--- src/rtl/operand_sweeper.sv ---
// Operand-pair generator for the 4-bit ALU/compare block. It issues either an exhaustive
// counter sweep or a maximal-length Galois LFSR sequence over a valid/ready handshake.
module operand_sweeper #(
  parameter int unsigned            WIDTH = 4,
  parameter logic [2*WIDTH-1:0]     SEED  = 8'hA5,
  parameter logic [2*WIDTH-1:0]     TAPS  = 8'hB8
) (
  input  logic               clk,
  input  logic               reset,
  input  logic               start,
  input  logic               mode,
  input  logic               hold,
  input  logic               out_ready,
  output logic               out_valid,
  output logic [WIDTH-1:0]   in_1,
  output logic [WIDTH-1:0]   in_2,
  output logic               busy,
  output logic               done,
  output logic [2*WIDTH:0]   count
);

  localparam int unsigned IW = 2 * WIDTH;
  localparam int unsigned CW = IW + 1;
  // An all-zero seed would lock the LFSR up, so substitute 1.
  localparam logic [IW-1:0] LfsrStart = (SEED == '0) ? IW'(1) : SEED;

  typedef enum logic [1:0] {StIdle, StRun, StDone} state_e;

  state_e          state_q, state_d;
  logic            mode_q, mode_d;
  logic [IW-1:0]   pair_q, pair_d;
  logic            valid_q, valid_d;
  logic [CW-1:0]   count_q, count_d;

  logic            fire;
  logic            last;
  logic            last_fire;
  logic            launch;
  logic [IW-1:0]   lfsr_next;

  assign fire      = valid_q & out_ready;
  assign lfsr_next = {1'b0, pair_q[IW-1:1]} ^ (pair_q[0] ? TAPS : '0);
  // The last LFSR pair is the one whose successor would repeat the start state.
  assign last      = mode_q ? (lfsr_next == LfsrStart) : (pair_q == '1);
  assign last_fire = fire & last;
  assign launch    = start & (state_q != StRun);

  always_ff @(posedge clk) begin
    if (reset) begin
      state_q <= StIdle;
      mode_q  <= 1'b0;
      pair_q  <= '0;
      valid_q <= 1'b0;
      count_q <= '0;
    end else begin
      state_q <= state_d;
      mode_q  <= mode_d;
      pair_q  <= pair_d;
      valid_q <= valid_d;
      count_q <= count_d;
    end
  end

  always_comb begin
    state_d = state_q;
    unique case (state_q)
      StIdle, StDone: if (start) state_d = StRun;
      StRun:          if (last_fire) state_d = StDone;
      default:        state_d = StIdle;
    endcase
  end

  always_comb begin
    mode_d  = mode_q;
    pair_d  = pair_q;
    count_d = count_q;
    valid_d = 1'b0;
    if (launch) begin
      mode_d  = mode;
      pair_d  = mode ? LfsrStart : '0;
      count_d = '0;
      valid_d = ~hold;
    end else if (state_q == StRun) begin
      if (fire) begin
        count_d = count_q + CW'(1);
      end
      // Keep the final pair on the outputs once the sweep completes.
      if (fire && !last) begin
        pair_d = mode_q ? lfsr_next : pair_q + IW'(1);
      end
      valid_d = ~last_fire & (~hold | (valid_q & ~out_ready));
    end
  end

  always_comb begin
    out_valid = valid_q;
    in_1      = pair_q[IW-1:WIDTH];
    in_2      = pair_q[WIDTH-1:0];
    busy      = (state_q == StRun);
    done      = (state_q == StDone);
    count     = count_q;
  end

endmodule

--- config.mk ---
export PLATFORM = sky130hd
export DESIGN_NAME = operand_sweeper
export DESIGN_NICKNAME = d
export VERILOG_FILES = /design/src/rtl/operand_sweeper.sv
export SDC_FILE = /design/constraint.sdc
export NUM_CORES = 1
export LEC_CHECK = 0
export BUFFER_PORTS_ARGS = -buffer_cell sky130_fd_sc_hd__buf_2
export CORE_UTILIZATION = 40
export CTS_BUF_LIST = sky130_fd_sc_hd__clkbuf_8
export DETAILED_ROUTE_END_ITERATION = 16
export PLACE_DENSITY = 0.71
export RECOVER_POWER = 50
export SLEW_MARGIN = 20
export SYNTH_ARGS = -nofsm -noshare
export SYNTH_HDL_FRONTEND = slang
export SYNTH_SLANG_ARGS = --single-unit
--- constraint.sdc ---
create_clock -name clk -period 3.6 [get_ports clk]
set_input_delay 0.36 -clock clk [delete_from_list [all_inputs] [get_ports clk]]
set_output_delay 0.36 -clock clk [all_outputs]
set_load 0.05 [all_outputs]
* Word level (Yosys, flattened, before mapping)
Cells that the tools add are included.
** Operators by class
- Shift-type cells :: 0
- Add/sub/neg operators :: 2
- Reduce and logical (&&, ||, !) cells :: 10
- Equal/unequal tests :: 7
- Muxes and demuxes :: 12
- Order comparisons :: 0
- Bitwise operators :: 10
- Multiply operators :: 0
- Div/mod/pow operators :: 0
** Operators with widths (count)
- $mux W8 :: 6
- $eq A8 B8 Y1 const B :: 2
- $add A9 B1 Y9 const B :: 1
- $add A8 B1 Y8 const B :: 1
- $xor A7 B8 Y8 :: 1
- $reduce_and A2 Y1 :: 3
- $and A1 B1 Y1 :: 5
- $mux W2 :: 2
- $ne A2 B1 Y1 const B :: 2
- $pmux W2 S2 :: 1
- $reduce_bool A2 Y1 :: 2
- $reduce_or A2 Y1 :: 2
- $mux W1 :: 3
- $not A1 Y1 :: 3
- $eq A2 B1 Y1 const B :: 1
- $eq A2 B2 Y1 const B :: 1
- $logic_not A2 Y1 :: 1
- $ne A2 B2 Y1 const B :: 1
- $logic_and A1 B1 Y1 :: 1
- $logic_not A1 Y1 :: 1
- $or A1 B1 Y1 :: 1
** Storage, ports and cells
- Input port bits :: 6
- Output and inout port bits :: 20
- Bits in writable memories :: 0
- Word-level logic and storage cells :: 46
- Latch bits :: 0
- Register bits :: 21
- Memories kept :: 0
- Bits in read-only memories :: 0

* Depth between registers and ports, before layout
- Word-level depth :: 9
- Mapped depth :: 6
- Mapped depth without buffers :: 5

* Worst setup path before layout
Ideal clock, no wire load.
- Path kind :: register -> register
- From :: register pair_q[1]
- To :: register pair_q[7]
- Setup slack :: 1681 ps
- Data required time :: 3473 ps
- Cell stages (with the launch flop) :: 6
- Path buffers :: 0
- Data arrival time :: 1791 ps
- Setup time :: 127 ps
- Period minus slack after synthesis :: 1919 ps
- Cells stage by stage :: dfxtp_1 -> ha_1 -> nand4_1 -> o21a_1 -> a211oi_1 -> a211oi_1
** Between the ends
- Longest elaborated chain between the ends :: 7
- Elaborated cells between the ends (all ways) :: 13
- Classes of those cells :: add/sub (1); eq/ne (2); mux (5); bitwise (1); reduce/logical (4)
** Ends and longest elaborated chain
- start: declaration :: line 31 : logic [IW-1:0] pair_q, pair_d;
- start signal: assignment :: line 58 : pair_q <= pair_d;
- parallel branches: the longest is 7 deep, another holds $add A8 B1 Y8
Parallel ways; which one is timed is not known. The select of a mux whose other input is x is not followed.
A chain may end at the register's enable or synchronous reset.

* Worst setup path after layout
- From :: register pair_q[0]
- To :: register pair_q[0]
** Between the ends
- Longest elaborated chain between the ends :: 8
- Elaborated cells between the ends (all ways) :: 14
- Classes of those cells :: add/sub (1); eq/ne (2); mux (6); bitwise (1); reduce/logical (4)
** Ends and longest elaborated chain
- parallel branches: the longest is 8 deep, another holds $add A8 B1 Y8
Parallel ways; which one is timed is not known. The select of a mux whose other input is x is not followed.

==> flow_metrics.env <==
export IMPL_status="completed"
export IMPL_skew_ns=0.00160
export IMPL_dp_cells=214
export IMPL_worstSetupStartpointType="flip-flop"
export IMPL_grt_pass1_wl_mm=4.90
export IMPL_cp_required_ns=3.77
export IMPL_slew_headroom=0.591
export IMPL_crit_slowest_cell="dfxtp_1"
export IMPL_arrival_ns=2.07
export IMPL_crit_family="flip-flops"
export IMPL_hold_violations=0
export IMPL_grt_usage=0.186
export IMPL_drcViolationCount=0
export IMPL_fin_setup_tns_ns=0
export IMPL_clockRootBuffer="clkbuf_8"
export IMPL_avgSynthCellArea_sq_um=8.33
export IMPL_ys_flop_type="dfxtp_1"
export IMPL_yosysUniqueCellTypes=46
export IMPL_clock_sinks=21
export IMPL_die_y_um=58.6
export IMPL_wl_per_cell_um=14.6
export IMPL_fin_area_sq_mm=0.00143
export IMPL_synth_area_sq_mm=0.00128
export IMPL_synth_largest_area_cell="dfxtp_1"
export IMPL_drv_slew=0
export IMPL_drv_cap=0
export IMPL_leakage_nw=0.520
export IMPL_rows=20
export IMPL_hold_start="reset"
export IMPL_path_clk_slew_ns=0.08
export IMPL_die_area_sq_mm=0.00344
export IMPL_grt_max_degree=15
export IMPL_postSynthCellCount=154
export IMPL_num_io_pins=26
export IMPL_mostFrequentLayoutCell="dfxtp_1"
export IMPL_n_antenna_cell=0
export IMPL_rrSetupSlack_ns=1.70
export IMPL_path_buf_inv=0
export IMPL_ys_async_sr_fraction=0
export IMPL_crit_path_start="pair_q[0]"
export IMPL_cts_tree="done"
export IMPL_dp_hpwl_mm=2.30
export IMPL_finalWirelength_mm=3.18
export IMPL_start_util=0.420
export IMPL_portBuffers=25
export IMPL_setup_worst_path_end="pair_q[0]"
export IMPL_postRouteAntennaNets=0
export IMPL_reg2reg_to="pair_q[0]"
export IMPL_synth_edff_count=0
export IMPL_final_core_util=0.470
export IMPL_critical_path_max_stage_delay_ns=0.62
export IMPL_ys_seq_elements=21
export IMPL_criticalPathCategory="reg2reg"
export IMPL_path_cells="ha_1 > nand4_1 > nor2_2 > o21ai_0 > a221oi_1"
export IMPL_worst_slew_pin_slew_ns=0.615
export IMPL_layout_common_cells="dfxtp_1 (21), nor2_1 (16), clkbuf_1 (15)"
export IMPL_clk_path_buf_depth=2
export IMPL_cp_max_fo=12
export IMPL_rsz0062_at_grt="no"
export IMPL_dr_pass1_iters=4
export IMPL_ir_drop_mv=0.225
export IMPL_yosys_area_top_type_share=0.328
export IMPL_fin_nets=183
export IMPL_final_cell_count_no_fill=218
export IMPL_cts_htree_levels=1
export IMPL_fp_coreArea_sq_mm=0.00305
export IMPL_synth_nets=162
export IMPL_numCtsBuffers=3
export IMPL_hp_class="in2reg"
export IMPL_yosysWarningCount=0
export IMPL_fp_dieW_um=58.6
export IMPL_reg2reg_depth=5
export IMPL_r2r_start="pair_q[0]"
export IMPL_postCtsSetupBuffers=0
export IMPL_antenna_found_initial=0
export IMPL_gp_congestion=0.905
export IMPL_timing_final_crit_share=0.529
export IMPL_max_freq_ghz=0.525
export IMPL_syn_to_final_growth_pct=11.8
export IMPL_endpoint_kind="flip-flop"
export IMPL_clk_latency_ns=0.26
export IMPL_drive_gt1_frac=0.138
export IMPL_dpl_cell_area_sq_mm=0.00141
export IMPL_fillers=330
export IMPL_grt_pass1_vias=1044
export IMPL_p_per_area_mw_per_mm2=348
export IMPL_gr_total_overflow=0
export IMPL_setup_viol=0
export IMPL_drtIter0Drc=31
export IMPL_hold_buffers=0
export IMPL_yosysSeqAreaShare=0.328
export IMPL_cp_num_cells=5
export IMPL_vias=1218
export IMPL_synth_area_leaders="dfxtp_1 (33%), xnor2_1 (5.5%), nor2_1 (4.7%)"
export IMPL_avgViaCountPerCell=5.59
export IMPL_post_route_min_period_ns=1.90
export IMPL_ctsResizeCount=0
export IMPL_total_power_mw=0.499
==> flip-flops by register name, summed over array words and instances (netlist names) <==
name	count
mode_q	1
count	9
state_q	2
pair_q	8
out_valid	1
==> stage by stage <==
stage / hold WS, ns / setup slack, ns
2_1_floorplan: 0.426 / 1.68
3_3_place_gp: 0.465 / 1.70
3_5_place_dp: 0.488 / 1.71
4_1_cts: 0.355 / 1.74
5_1_grt: 0.374 / 1.55
6_report: 0.360 / 1.70
==> power by group <==
group          total [mW]  switching, mW  internal, mW  leakage [nW]
Sequential          0.260         0.0199         0.240         0.171
Clock               0.157         0.0803        0.0771        0.0255
Combinational      0.0819         0.0550        0.0269         0.324
==> cell families after synthesis <==
family	Yosys count	share of synthesized area
AND/OR/NAND/NOR	64	0.279
AO/OA/AOI/OAI	40	0.223
flip-flops	21	0.328
buffers and inverters	14	0.0585
XOR/XNOR	11	0.0751
multiplexers	2	0.0166
adder cells (fa/ha/maj)	2	0.0195
==> cell usage after synthesis (2+ instances only) <==
library cell   n
a211oi_1       5
a21o_1         2
a21oi_1        7
a31oi_1        5
and3_1         6
buf_2          3
buf_6          2
clkbuf_1       3
dfxtp_1       21
ha_1           2
inv_1          5
nand2_1       14
nand2b_1       2
nand4_1        7
nor2_1        16
nor3_1         5
nor4_1         2
o211ai_1       2
o21a_1         2
o21ai_0        8
xnor2_1        8
xor2_1         3
==> worst reg2reg max path: stages, from the launching register on <==
cell	delay, ns
dfxtp_1	0.62
ha_1	0.30
nand4_1	0.22
nor2_2	0.27
o21ai_0	0.13
a221oi_1	0.28
==> layer usage <==
layer  up-vias  wire [um]  track usage  part of all wire
li1        603          -            -                 -
met1       588       1530        0.255              0.48
met2        27       1540        0.305              0.48
met3         0        108       0.0286             0.034
met4         0          0       0.0510                 0
met5         -          0            0                 0
==> final cells by class <==
type | instances | area (sq um) | share of cell area
Multi-Input combinational cell | 119 | 787 | 0.549
Clock buffer | 3 | 41.3 | 0.0288
Tap cell | 44 | 55.1 | 0.0384
Timing Repair Buffer | 25 | 106 | 0.0742
Clock inverter | 1 | 5.00 | 0.00349
Sequential cell | 21 | 420 | 0.293
Inverter | 5 | 18.8 | 0.0131
==> worst min-delay path by stage <==
stage | endpoint | cells after the start
2_1_floorplan | pair_q[5] | 1
3_3_place_gp | count[8] | 2
3_5_place_dp | count[8] | 2
4_1_cts | mode_q | 2
5_1_grt | pair_q[5] | 2
6_report | pair_q[5] | 2
(Power assumes the default switching activity.)
